`src/rtl/mem_access_unit.sv`:
```
// mem_access_unit: load/store initiator between the CPU core and a
// word-addressed data memory. Handles byte/halfword/word accesses,
// read-modify-write for sub-word stores, load extension and fault checks.
module mem_access_unit #(
  parameter int unsigned MEM_WORDS = 64
) (
  input  logic        i_clk,
  input  logic        i_rst,
  input  logic        i_req,
  input  logic        i_wr,
  input  logic [1:0]  i_size,
  input  logic        i_signed,
  input  logic [31:0] i_addr,
  input  logic [31:0] i_st_data,
  output logic        o_busy,
  output logic        o_done,
  output logic        o_fault,
  output logic [31:0] o_ld_data,
  output logic        o_mem_w_en,
  output logic [31:0] o_mem_addr,
  output logic [31:0] o_mem_w_data,
  input  logic [31:0] i_mem_r_data
);

  typedef enum logic [1:0] {S_IDLE, S_READ, S_WRITE, S_DONE} state_t;

  state_t      r_state, w_next;
  logic        r_wr, r_signed, r_fault;
  logic [1:0]  r_size;
  logic [31:0] r_addr, r_st_data, r_word, r_ld_data;

  logic        w_accept, w_fault, w_ld_upd;
  logic [31:0] w_merge, w_ext, w_word_addr;

  assign w_accept    = (r_state == S_IDLE) && i_req;
  assign w_word_addr = {r_addr[31:2], 2'b00};
  assign w_ld_upd    = (r_state == S_DONE) && !r_wr && !r_fault;

  // Fault check on the live request inputs at the accept edge
  always_comb begin
    w_fault = 1'b0;
    if (i_size == 2'b11)                          w_fault = 1'b1;
    if (i_size == 2'b01 && i_addr[0])             w_fault = 1'b1;
    if (i_size == 2'b10 && i_addr[1:0] != 2'b00)  w_fault = 1'b1;
    if ({2'b00, i_addr[31:2]} >= MEM_WORDS)       w_fault = 1'b1;
  end

  // State register
  always_ff @(posedge i_clk or posedge i_rst) begin
    if (i_rst) r_state <= S_IDLE;
    else       r_state <= w_next;
  end

  // Next-state logic
  always_comb begin
    w_next = r_state;
    case (r_state)
      S_IDLE: begin
        if (i_req) begin
          if (w_fault)                        w_next = S_DONE;
          else if (i_wr && i_size == 2'b10)   w_next = S_WRITE;
          else                                w_next = S_READ;
        end
      end
      S_READ:  w_next = r_wr ? S_WRITE : S_DONE;
      S_WRITE: w_next = S_DONE;
      S_DONE:  w_next = S_IDLE;
      default: w_next = S_IDLE;
    endcase
  end

  // Request latch, captured memory word and held load result
  always_ff @(posedge i_clk or posedge i_rst) begin
    if (i_rst) begin
      r_wr      <= 1'b0;
      r_signed  <= 1'b0;
      r_fault   <= 1'b0;
      r_size    <= '0;
      r_addr    <= '0;
      r_st_data <= '0;
      r_word    <= '0;
      r_ld_data <= '0;
    end else begin
      if (w_accept) begin
        r_wr      <= i_wr;
        r_signed  <= i_signed;
        r_fault   <= w_fault;
        r_size    <= i_size;
        r_addr    <= i_addr;
        r_st_data <= i_st_data;
      end
      if (r_state == S_READ) r_word <= i_mem_r_data;
      if (w_ld_upd)          r_ld_data <= w_ext;
    end
  end

  // Sub-word store: replace the addressed little-endian lane in the captured word
  always_comb begin
    w_merge = r_word;
    if (r_size == 2'b00) begin
      case (r_addr[1:0])
        2'd0:    w_merge[7:0]   = r_st_data[7:0];
        2'd1:    w_merge[15:8]  = r_st_data[7:0];
        2'd2:    w_merge[23:16] = r_st_data[7:0];
        default: w_merge[31:24] = r_st_data[7:0];
      endcase
    end else if (r_addr[1]) begin
      w_merge[31:16] = r_st_data[15:0];
    end else begin
      w_merge[15:0]  = r_st_data[15:0];
    end
  end

  // Load extraction and sign/zero extension
  always_comb begin
    logic [7:0]  v_b;
    logic [15:0] v_h;
    case (r_addr[1:0])
      2'd0:    v_b = r_word[7:0];
      2'd1:    v_b = r_word[15:8];
      2'd2:    v_b = r_word[23:16];
      default: v_b = r_word[31:24];
    endcase
    v_h = r_addr[1] ? r_word[31:16] : r_word[15:0];
    case (r_size)
      2'b00:   w_ext = {{24{r_signed & v_b[7]}}, v_b};
      2'b01:   w_ext = {{16{r_signed & v_h[15]}}, v_h};
      default: w_ext = r_word;
    endcase
  end

  // Outputs decoded from state so reset drops memory strobes asynchronously
  always_comb begin
    o_busy       = (r_state != S_IDLE);
    o_done       = (r_state == S_DONE);
    o_fault      = (r_state == S_DONE) && r_fault;
    o_ld_data    = w_ld_upd ? w_ext : r_ld_data;
    o_mem_w_en   = 1'b0;
    o_mem_addr   = '0;
    o_mem_w_data = '0;
    if (r_state == S_READ) begin
      o_mem_addr = w_word_addr;
    end else if (r_state == S_WRITE) begin
      o_mem_w_en   = 1'b1;
      o_mem_addr   = w_word_addr;
      o_mem_w_data = (r_size == 2'b10) ? r_st_data : w_merge;
    end
  end

endmodule

```
`config.mk`:
```
export PLATFORM = sky130hd
export DESIGN_NAME = mem_access_unit
export DESIGN_NICKNAME = d
export VERILOG_FILES = /design/src/rtl/mem_access_unit.sv
export SDC_FILE = /design/constraint.sdc
export NUM_CORES = 1
export LEC_CHECK = 0
export CORE_UTILIZATION = 43
export CTS_CLUSTER_SIZE = 25
export DETAILED_ROUTE_END_ITERATION = 7
export PLACE_DENSITY = 0.77
export SLEW_MARGIN = 30
export SYNTH_ARGS = -nofsm -noshare
export SYNTH_HDL_FRONTEND = slang
export SYNTH_SLANG_ARGS = --single-unit
```
`constraint.sdc`:
```
create_clock -name i_clk -period 4.4 [get_ports i_clk]
set_input_delay 0.66 -clock i_clk [delete_from_list [all_inputs] [get_ports i_clk]]
set_output_delay 0.66 -clock i_clk [all_outputs]
set_load 0.03 [all_outputs]
```
-- After elaboration in Yosys (flattened, before gate mapping)
Cells that the tools add are included.
- register bits: 135
- output and inout bits: 100
- multiplexer cells: 27
- eq/ne operators: 11
- bitwise operators: 2
- reduce and logical (&&, ||, !) cells: 15
- order comparisons: 1
- operator list (cell ; number):
    two-way mux 32 bit ; 7
    case mux 32 bit (2 select lines) ; 1
    two-way mux 16 bit ; 3
    two-way mux 8 bit ; 4
    >= comparator 30 x 7 -> 1 bit (second input constant) ; 1
    case mux 8 bit (3 select lines) ; 1
    == test 2 bit (second input constant) ; 6
    == test 2 x 1 -> 1 bit (second input constant) ; 4
    case mux 2 bit (4 select lines) ; 1
    logical AND 1 bit ; 7
    two-way mux 1 bit ; 7
    zero test 2 bit ; 3
    two-way mux 2 bit ; 3
    nonzero test 2 bit ; 2
    OR reduction 3 bit ; 1
    bitwise AND 1 bit ; 2
    zero test 1 bit ; 2
    inequality test 2 bit (second input constant) ; 1

-- Depth between registers and ports, before layout
- depth after elaboration: 8
- depth in mapped cells: 7
- mapped depth without buffers: 6

-- Worst setup path before layout
Ideal clock, no wire load.
- path kind: register to output
- start: register r_state[1]
- end: output port o_mem_w_data[9]
- required time: 3740 ps
- setup slack: 1168 ps
- cell stages (with the launch flop): 6
- buffers on the path: 1
- data arrival time: 2572 ps
- path through: dfrtp_1 -> inv_1 -> ha_1 -> clkbuf_1 -> nand2b_1 -> a2111oi_0
- longest elaborated chain between the ends: 3
- elaborated cells on any way between the ends: 4
- ends and longest elaborated chain (item ; RTL line ; text):
    start, declared ; 27 ; state_t r_state, w_next;
    start signal, assigned ; 51 ; else r_state <= w_next;
    == test 2 bit ; 143 ; end else if (r_state == S_WRITE) begin
    two-way mux 32 bit ; 143 ;
    two-way mux 32 bit (*) ; 141 ; if (r_state == S_READ) begin
    end, declared ; 21 ; output logic [31:0] o_mem_w_data,
Every way passes the cells marked *; elsewhere a longest branch is shown, timed or not.

-- Worst setup path after layout
- start: register r_addr[0]
- end: output port o_ld_data[28]
- longest elaborated chain between the ends: 5
- elaborated cells on any way between the ends: 7
- ends and longest elaborated chain (item ; RTL line ; text):
    start, declared ; 30 ; logic [31:0] r_addr, r_st_data, r_word, r_ld_data;
    start signal, assigned ; 89 ; r_addr <= i_addr;
    == test 2 bit, or another cell as far along ; 118 ; case (r_addr[1:0])
    case mux 8 bit (3 select lines) (*) ; 118 ;
    bitwise AND 1 bit (*) ; 126 ; 2'b00: w_ext = {{24{r_signed & v_b[7]}}, v_b};
    case mux 32 bit (2 select lines) (*) ; 125 ; case (r_size)
    two-way mux 32 bit (*) ; -- ;
    end, declared ; 18 ; output logic [31:0] o_ld_data,
Marks and branches as above.

==> reports/qor.csv <==
metric,value,unit
Synth Flop Type,dfrtp_1,
Die Wd,129,microns
die height,129,microns
final setup vio count,0,
Post-CTS Hold Fix Bufs,0,
largest net degree at the start of global routing,68,
startpoint types,register,
biggest area consumer among synthesized cells,dfrtp_1,
clock buffer depth,2,
H-tree depth,4,
CTS tree,yes,
total global-route track usage,27.7,%
maxcap violations,0,
hold_ws,0.494,ns
FF+latch area,3380,sq um
final WL,21800,microns
Tmin final,4.05,ns
residual DRC count,0,
most frequent cells in the layout,"clkdlybuf4s50_1 (200), dfrtp_1 (135), mux2_2 (98)",
IO Port Bufs,200,
Synth warnings,0,
RePlAce Congestion,0.890,
drt first pass iters,6,
total grt overflow,0,
Initial Utilization,44.6,%
"EDFF count, synth",0,
via count,5951,
initial antenna violation count,0,
total negative setup slack,0,ns
"commonest non-fill, non-tap cell in the layout",clkdlybuf4s50_1,
"Period Utilization, post-route",91.9,%
fraction of layout cells with a size suffix above 1,18.1,%
Area Growth Syn to Fin,41.0,%
Util after Layout,62.9,%
"Max FO, Critical Path",22,
actual slew at the worst max-slew pin,0.750,ns
DP Wirelength,15500,microns
clock skew,0.0145,ns
Avg Synthesized Cell Area,10.7,sq um
fillers,1264,
CTS Root Buffer Type,clkbuf_16,
max-slew violation count,0,
Yosys reg bits,135,
Iteration-0 DRC Markers,516,
IO Pins,203,
hold path startpoint,r_ld_data[26],
multi-input logic area,3270,sq um
Skew-Pair Late Insertion Delay,0.42,ns
cts bufs inserted,17,
final net count,938,
"Seq/Total Area, Yosys",49.1,%
"Clk pin slew, worst setup/hold paths",0.06,ns
number of global-route vias before repair,6006,
Via density,5.65,
Critical Path Source,r_addr[0],
power per cell area,930,nW/um^2
"FFs w/ async S/R, synth",100,%
post-route ant nets,0,
unrepaired setup endpoints after global routing,false,
first-pass GRT wire length,34100,microns
Area contributors post-synth,"dfrtp_1 (49%), mux2_2 (16%), mux2i_1 (3.3%)",
CP Class,reg -> out,
status,"finished, final reports clean",
Hold/Removal Path Class,reg -> reg,
post-CTS resize count,0,
Worst EP arrival,3.39,ns
Core Area,15400,sq um
Fin. Hold Viols,0,
# Post-CTS Setup Buffers,0,
top-area cell type share of the netlist area,49.1,%
Diodes inserted,0,
Syn Std Cell Area,6880,sq um
Num Clock Sinks,135,
num rows,45,
Worst VDD drop,0.000545,V
Gate Count Post-Synth,643,
Leakage Power,0.00404,uW
die area,16500,sq um
DR WL/cell,20.7,microns
Max Fclk,0.247,GHz
unique cell type count in the Yosys netlist,46,
Slew HR,50.0,%
FF-to-FF Start,r_addr[0],
Critical Path End Type,output port,
CP required,3.74,ns
[cell usage after synthesis, types with 4 or more instances]
cell type,n
buf_4,4
ha_1,5
mux2i_1,23
a22o_1,9
a22oi_1,8
dfrtp_1,135
buf_1,12
mux2_2,98
nor4_1,7
nand3_1,33
o22ai_1,8
o221ai_1,10
o21ai_0,26
a211oi_1,9
and3_1,11
o22a_1,6
nand2_1,26
a21oi_1,42
nor2_1,54
nor2b_1,33
clkbuf_1,26
inv_1,8
nand2b_1,12
buf_2,4
[metrics by stage]
stage	total power, uW	setup slack [ns]	area [sq um]	instances
after global routing	9510	0.223	9710	1053
after CTS	9020	0.393	9700	1053
after global placement	7340	1.01	9080	1022
after floorplan	5530	0.129	6890	644
after detailed placement	7440	0.860	9080	1022
final	9030	0.355	9710	1053
[power breakdown]
part / internal, uW / switching, uW
Combinational: 2150 / 2770
Clock: 978 / 549
Sequential: 1860 / 719
[kinds of logic (layout without fill, tap and decap cells)]
| logic type | count (synthesis) | in the layout | share of synthesized area [%] |
|---|---|---|---|
| AND/OR/NAND/NOR | 184 | 184 | 13.3 |
| AO/OA/AOI/OAI | 138 | 138 | 13.3 |
| flip-flops | 135 | 135 | 49.1 |
| multiplexers | 122 | 122 | 19.7 |
| buffers and inverters | 58 | 256 | 3.67 |
| adder cells (fa/ha/maj) | 5 | 5 | 0.909 |
| other | 1 | 2 | 0.0545 |
[registers in the layout (all words and copies together), names as in the netlist]
name / count
r_fault: 1
r_addr: 32
r_wr: 1
r_st_data: 32
r_size: 2
r_state: 2
r_signed: 1
r_ld_data: 32
r_word: 32
[worst paths after layout]
check | slack (ns) | end | cells after the start
hold reg to reg | 0.49 | r_ld_data[26] | 2
setup reg to reg | 1.90 | r_ld_data[25] | 3
max in group asynchronous | 2.98 | r_ld_data[18] | 3
min in group asynchronous | 0.70 | r_word[28] | 2
hold / removal | 0.49 | r_ld_data[26] | 2
setup / recovery | 0.35 | o_ld_data[28] | 4
[routing by layer]
metal	global-route usage, %	vias to the layer above	wire, microns
met5	0	-	0
met4	8.24	0	359
met3	8.57	24	1960
met2	44.5	302	10300
met1	35.8	2924	9130
li1	-	2701	-
[area by class of cell]
| cell class | count | area share, % |
|---|---|---|
| clock inverter | 11 | 1.77 |
| multi-input combinational | 451 | 33.7 |
| inverter | 10 | 0.438 |
| clock buffer | 20 | 4.70 |
| timing repair buffer | 215 | 21.9 |
| sequential | 135 | 34.8 |
| tap | 211 | 2.72 |
[critical path, cell delays in order (launching register included)]
cell and delay (ns):
dfrtp_1 0.83, mux4_2 0.64, o21ai_2 0.59, nand3_1 0.24, clkdlybuf4s50_1 0.65
Note: power is estimated with default switching activity, not from simulation.
